[config.mk]
export PLATFORM = sky130hd
export DESIGN_NAME = sum_if_stimulus
export DESIGN_NICKNAME = d
export VERILOG_FILES = /design/src/rtl/sum_if_pkg.sv /design/src/rtl/sum_stim_lfsr.sv /design/src/rtl/sum_if_stimulus.sv
export SDC_FILE = /design/constraint.sdc
export NUM_CORES = 1
export LEC_CHECK = 0
export CORE_MARGIN = 8
export CORE_UTILIZATION = 50
export CTS_CLUSTER_SIZE = 16
export DETAILED_ROUTE_END_ITERATION = 10
export PLACE_DENSITY = 0.74
export SYNTH_ARGS = -nofsm -noshare
export SYNTH_HDL_FRONTEND = slang
export SYNTH_SLANG_ARGS = --single-unit
[constraint.sdc]
create_clock -name clk -period 6.7 [get_ports clk]
set_input_delay 1.005 -clock clk [delete_from_list [all_inputs] [get_ports clk]]
set_output_delay 1.005 -clock clk [all_outputs]
set_load 0.01 [all_outputs]
[src/rtl/sum_if_pkg.sv]
// Shared types and constants for the sum_if_stimulus initiator and its LFSR.
package sum_if_pkg;

    // Run controller states.
    typedef enum logic [1:0] {
        ST_IDLE  = 2'd0,
        ST_DRIVE = 2'd1,
        ST_DRAIN = 2'd2,
        ST_DONE  = 2'd3
    } sum_stim_state_t;

    // x^8 + x^6 + x^5 + x^4 + 1 : feedback taps on bits 7, 5, 4 and 3.
    localparam logic [7:0] LFSR_TAPS         = 8'hB8;
    localparam logic [7:0] LFSR_DEFAULT_SEED = 8'hA5;

    // Widest operand the expected-value pipeline carries; operands are zero-extended into it.
    localparam int VEC_MAX_W = 8;

    // One expected-pipeline stage: issued operands and their full-width sum.
    typedef struct packed {
        logic                 valid;
        logic [VEC_MAX_W-1:0] a;
        logic [VEC_MAX_W-1:0] b;
        logic [VEC_MAX_W:0]   exp;
    } sum_stim_vec_t;

    // Fibonacci step, shifting left; the feedback bit enters at bit 0.
    function automatic logic [7:0] lfsr_next(input logic [7:0] s);
        return {s[6:0], ^(s & LFSR_TAPS)};
    endfunction

endpackage

[src/rtl/sum_stim_lfsr.sv]
// 8-bit pseudo-random source: load restores the seed, step advances one state.
module sum_stim_lfsr
    import sum_if_pkg::*;
#(
    parameter logic [7:0] SEED = LFSR_DEFAULT_SEED
) (
    input  logic       clk,
    input  logic       rst_n,
    input  logic       load_i,
    input  logic       step_i,
    output logic [7:0] value_o
);

    logic [7:0] lfsr_q, lfsr_d;

    // Load has priority over step so a restart always begins at the seed.
    always_comb begin
        lfsr_d = lfsr_q;
        if (load_i) begin
            lfsr_d = SEED;
        end else if (step_i) begin
            lfsr_d = lfsr_next(lfsr_q);
        end
    end

    // LFSR state register.
    always_ff @(posedge clk or negedge rst_n) begin
        if (!rst_n) begin
            lfsr_q <= SEED;
        end else begin
            lfsr_q <= lfsr_d;
        end
    end

    assign value_o = lfsr_q;

endmodule

[src/rtl/sum_if_stimulus.sv]
// Self-checking initiator for a registered adder: drives a/b, pipelines the
// expected sum alongside the responder latency and counts mismatches on c.
// Handshake: none; one vector is issued every cycle in DRIVE and the responder
// must present its sum exactly LATENCY edges after it samples the operands.
module sum_if_stimulus
    import sum_if_pkg::*;
#(
    parameter int         W         = 2,
    parameter int         LATENCY   = 1,
    parameter logic [7:0] LFSR_SEED = LFSR_DEFAULT_SEED
) (
    input  logic            clk,
    input  logic            rst_n,
    input  logic            start,
    input  logic            mode,
    input  logic [15:0]     num_vectors,
    output logic [W-1:0]    a_o,
    output logic [W-1:0]    b_o,
    input  logic [W:0]      c_i,
    output logic            busy,
    output logic            done,
    output logic [15:0]     err_count,
    output logic [W-1:0]    first_err_a,
    output logic [W-1:0]    first_err_b,
    output logic [W:0]      first_err_c,
    output sum_stim_state_t state_o
);

    localparam int VW = 2 * W;
    localparam int EW = VEC_MAX_W + 1;

    sum_stim_state_t state_q, state_d;
    logic            mode_q, mode_d;
    logic [15:0]     nv_q, nv_d;
    logic [15:0]     idx_q, idx_d;
    logic [15:0]     err_q, err_d;
    logic [W-1:0]    fea_q, fea_d, feb_q, feb_d;
    logic [W:0]      fec_q, fec_d;
    sum_stim_vec_t   pipe_q [1:LATENCY];
    sum_stim_vec_t   vec_in, vec_out;
    logic [7:0]      lfsr_val;
    logic [VW-1:0]   stim;
    logic            start_ok, driving, pipe_busy, mismatch;

    assign start_ok = start && (state_q == ST_IDLE || state_q == ST_DONE);
    assign driving  = (state_q == ST_DRIVE);

    sum_stim_lfsr #(.SEED(LFSR_SEED)) u_lfsr (
        .clk     (clk),
        .rst_n   (rst_n),
        .load_i  (start_ok),
        .step_i  (driving),
        .value_o (lfsr_val)
    );

    // Current vector: sweep index or LFSR bits; operands idle at zero outside DRIVE.
    always_comb begin
        stim = mode_q ? VW'(lfsr_val) : idx_q[VW-1:0];
        a_o  = driving ? stim[VW-1:W] : '0;
        b_o  = driving ? stim[W-1:0]  : '0;
    end

    // Stage entering the expected pipeline; only DRIVE vectors are marked valid.
    always_comb begin
        vec_in.valid = driving;
        vec_in.a     = VEC_MAX_W'(a_o);
        vec_in.b     = VEC_MAX_W'(b_o);
        vec_in.exp   = EW'(a_o) + EW'(b_o);
    end

    assign vec_out  = pipe_q[LATENCY];
    assign mismatch = vec_out.valid && (vec_out.exp != EW'(c_i));

    // Any vector still in flight other than the one compared at this edge.
    always_comb begin
        pipe_busy = 1'b0;
        for (int k = 1; k < LATENCY; k++) begin
            pipe_busy = pipe_busy | pipe_q[k].valid;
        end
    end

    // Next-state logic for the run controller.
    always_comb begin
        state_d = state_q;
        case (state_q)
            ST_IDLE, ST_DONE: begin
                if (start) state_d = (num_vectors == 16'd0) ? ST_DONE : ST_DRIVE;
            end
            ST_DRIVE: begin
                if (idx_q == nv_q - 16'd1) state_d = ST_DRAIN;
            end
            ST_DRAIN: begin
                if (!pipe_busy) state_d = ST_DONE;
            end
            default: state_d = ST_IDLE;
        endcase
    end

    // Run parameters, vector index and result bookkeeping.
    always_comb begin
        mode_d = mode_q;
        nv_d   = nv_q;
        idx_d  = idx_q;
        err_d  = err_q;
        fea_d  = fea_q;
        feb_d  = feb_q;
        fec_d  = fec_q;
        if (start_ok) begin
            mode_d = mode;
            nv_d   = num_vectors;
            idx_d  = '0;
            err_d  = '0;
            fea_d  = '0;
            feb_d  = '0;
            fec_d  = '0;
        end else begin
            if (driving) idx_d = idx_q + 16'd1;
            if (mismatch) begin
                if (err_q == 16'd0) begin
                    fea_d = vec_out.a[W-1:0];
                    feb_d = vec_out.b[W-1:0];
                    fec_d = c_i;
                end
                if (err_q != 16'hFFFF) err_d = err_q + 16'd1;
            end
        end
    end

    // Controller and result registers.
    always_ff @(posedge clk or negedge rst_n) begin
        if (!rst_n) begin
            state_q <= ST_IDLE;
            mode_q  <= 1'b0;
            nv_q    <= '0;
            idx_q   <= '0;
            err_q   <= '0;
            fea_q   <= '0;
            feb_q   <= '0;
            fec_q   <= '0;
        end else begin
            state_q <= state_d;
            mode_q  <= mode_d;
            nv_q    <= nv_d;
            idx_q   <= idx_d;
            err_q   <= err_d;
            fea_q   <= fea_d;
            feb_q   <= feb_d;
            fec_q   <= fec_d;
        end
    end

    // Expected-value pipeline, aligned to the responder latency.
    always_ff @(posedge clk or negedge rst_n) begin
        if (!rst_n) begin
            for (int k = 1; k <= LATENCY; k++) pipe_q[k] <= '0;
        end else begin
            pipe_q[1] <= vec_in;
            for (int k = 2; k <= LATENCY; k++) pipe_q[k] <= pipe_q[k-1];
        end
    end

    assign busy        = (state_q == ST_DRIVE) || (state_q == ST_DRAIN);
    assign done        = (state_q == ST_DONE);
    assign err_count   = err_q;
    assign first_err_a = fea_q;
    assign first_err_b = feb_q;
    assign first_err_c = fec_q;
    assign state_o     = state_q;

endmodule
==> flow_summary.ini <==
[setup_path]
crit_type = flip-flop to output pin
rrSetupSlack_ps = 4030
cp_data_arrival_time_ps = 2330
cp-end-kind = output pin
cp.required_ps = 5690
cp-start-kind = flip-flop
rr_worst_depth = 8
cp_max_fo = 12
rr_startpoint = state_o[1]$_DFFE_PN0P_
r2r-end = err_count[12]$_DFFE_PN0P_

[route]
routed-via-count = 3214
route.detailed.drc = 0
drt_pass1_iterations = 4
routed_wl_um = 8870
vias_per_cell = 5.51
detail-route-antenna-nets = 0
drtIter0Drc = 169
detail_route.wl_per_cell_um = 15.2

[timing]
finalHoldViolCount = 0
final.setup_skew_ps = 6.86
period_needed_ps = 3330
setup_violations = 0
rsz0062_at_grt = no
finalCritPeriodShare = 0.497
max_freq_ghz = 0.300
slew_viol_final = 0
tightest_slew_ps = 1170
slew_headroom = 0.223
timing.final.ws_setup_ps = 3370
tns_ps = 0

[die]
die_area_mm2 = 0.0113
placementRows = 33
die_h_um = 106
core-area_mm2 = 0.00805
start_util = 0.504
die_w_um = 106
num_io_pins = 54

[power]
clkPwrFrac = 0.199
p_leak_nw = 2.11
combPwrFrac = 0.403
p_int_w = 0.00108
vdd.ir_drop.worst_uv = 194
p_seq_frac = 0.397
p_sw_w = 0.000709
power_density_mw_per_mm2 = 370
power_switching_share = 0.397

[synthesis]
yosysSeqAreaShare = 0.457
synth-edff-count = 0
synth_most_common_cell = dfrtp_1
synth_common_cells = 70 x dfrtp_1, 69 x nand2_1, 43 x nor2_1, 28 x xor2_1, 21 x mux2i_1
synth_area_mm2 = 0.00406
ys_seq_elements = 74
synth_top_area_cell = dfrtp_1
synth_async_sr_flop_share = 1.00
synth.top_cell.area_share = 0.432
ys.flop_type = dfrtp_1
yosysWarnings = 0
netlist_top_cells_area = dfrtp_1 43%, nand2_1 6.4%, xor2_1 6.0%
syn_inst = 431
synth_nets = 463
avgSynthCellArea_um2 = 9.42
synthDistinctLibCells = 56

[cts]
root_buffer = clkbuf_8
cts_tree = built
post_cts_buffers = 0
cts_max_path_buffers = 2
cts_made_buffers = 9
clk_pin_slew_worst_paths_ps = 80
hold_buffers = 0
htree_levels = 3
cts.sinks = 74
clk_latency_ps = 350
cts_resized = 0

[global_route]
grt_pass1_wl_um = 14900
use_met1 = 0.215
grt_overflow = 0
antenna_found_initial = 0
grt_max_degree = 75
met3_usage = 0.0423
busiest_layer = met2
grtUsageMet2 = 0.248
first_global_vias = 3095
track_usage = 0.163

[hold_path]
hp-class = flip-flop to flip-flop
hold_end = first_err_b[0]$_DFFE_PN0P_
hp-start = pipe_q[9]$_DFF_PN0_
hold_depth = 2

[finish]
fin_area_mm2 = 0.00482
fin_nets = 505
utilization = 0.599
multi_input_area_mm2 = 0.00205
area_growth_pct = 18.7
seq_area_mm2 = 0.00186
diodes = 0
fin_cells = 583
fill_cells = 680
drive_gt1_frac = 0.0732

[placement]
place_area_mm2 = 0.00462
port_buffers = 53
placed_cells = 567
dp_slack_ps = 3330
globalplace.congestion = 0.827
hpwl_um = 6310

[run_status]
outcome = finished, final reports clean

[flow_run]
drv_cap = 0
==> worst max-delay path by stage <==
stage,startpoint,end,slack (ps)
6_report,state_o[1]$_DFFE_PN0P_,b_o[1],3370
5_1_grt,state_o[1]$_DFFE_PN0P_,b_o[1],3220
4_1_cts,state_o[1]$_DFFE_PN0P_,b_o[1],3330
3_5_place_dp,start,err_count[10]$_DFFE_PN0P_,3330
3_3_place_gp,start,err_count[12]$_DFFE_PN0P_,3470
2_1_floorplan,state_o[1]$_DFFE_PN0P_,a_o[1],3810
==> stage by stage <==
step,hold slack (ps),power (W)
floorplan,465,0.00123
global route,552,0.00192
detailed placement,483,0.00144
finish,510,0.00178
CTS,504,0.00180
global placement,470,0.00141
==> power groups by stage <==
stage	clock network, W	logic (W)	registers (W)
2_1_floorplan	0	0.000561	0.000668
4_1_cts	0.000364	0.000725	0.000708
3_5_place_dp	0	0.000719	0.000717
6_report	0.000356	0.000720	0.000709
5_1_grt	0.000384	0.000806	0.000728
3_3_place_gp	0	0.000700	0.000709
==> routing by layer <==
| layer | routed length, um | part of all wire | up-vias |
|---|---|---|---|
| met5 | 0 | 0 | - |
| met4 | 129 | 0.015 | 0 |
| met3 | 477 | 0.054 | 10 |
| met1 | 4080 | 0.46 | 1554 |
| met2 | 4180 | 0.47 | 76 |
| li1 | - | - | 1574 |
==> final cells by class <==
class | instances | share of cell area
well taps | 105 | 0.0273
repair buffers | 55 | 0.112
inverters | 11 | 0.00857
clock buffers | 11 | 0.0293
clock inverters | 5 | 0.0130
flip-flops and latches | 74 | 0.385
multi-input cells | 322 | 0.424
==> critical path, cell delays in order, from the launching register on <==
cell	delay, ps
dfrtp_1	420
inv_1	110
ha_1	490
nor2b_1	340
clkdlybuf4s50_1	610
==> registers in the layout, indices dropped and copies added, names as in the netlist, 3 cells and up <==
name / flops
u_lfsr.value_o: 8
err_count: 16
nv_q: 16
first_err_c: 3
idx_q: 16
pipe_q: 8
==> placed cells by master, fill, tap and decap left out, drive strengths merged, types with 2 or more instances in the layout <==
cell and n:
a21oi 12, a31oi 4, and2 4, and3 5
and4 3, buf 3, clkbuf 11, clkdlybuf4s50 52
clkinv 2, clkinvlp 2, dfrtp 70, dfstp 4
ha 8, inv 11, mux2i 21, nand2 69
nand2b 2, nand3 19, nand3b 2, nand4 10
nor2 44, nor2b 5, nor3 9, nor4 12
o21ai 17, o31ai 3, or3 9, or4 3
xnor2 16, xor2 28
==> cells by family (layout without fill, tap and decap cells) <==
group                      Yosys count  count (layout)  synth area share
AOI/OAI and AO/OA                   46              46            0.0768
xor gates and xnor gates            44              44            0.0949
adders and majority gates            9               9            0.0296
buffers and inverters               35              82            0.0388
DFF                                 74              74             0.457
muxes                               21              21            0.0518
and+or+nand+nor                    202             202             0.251
Power figures use the tool's default switching activity.
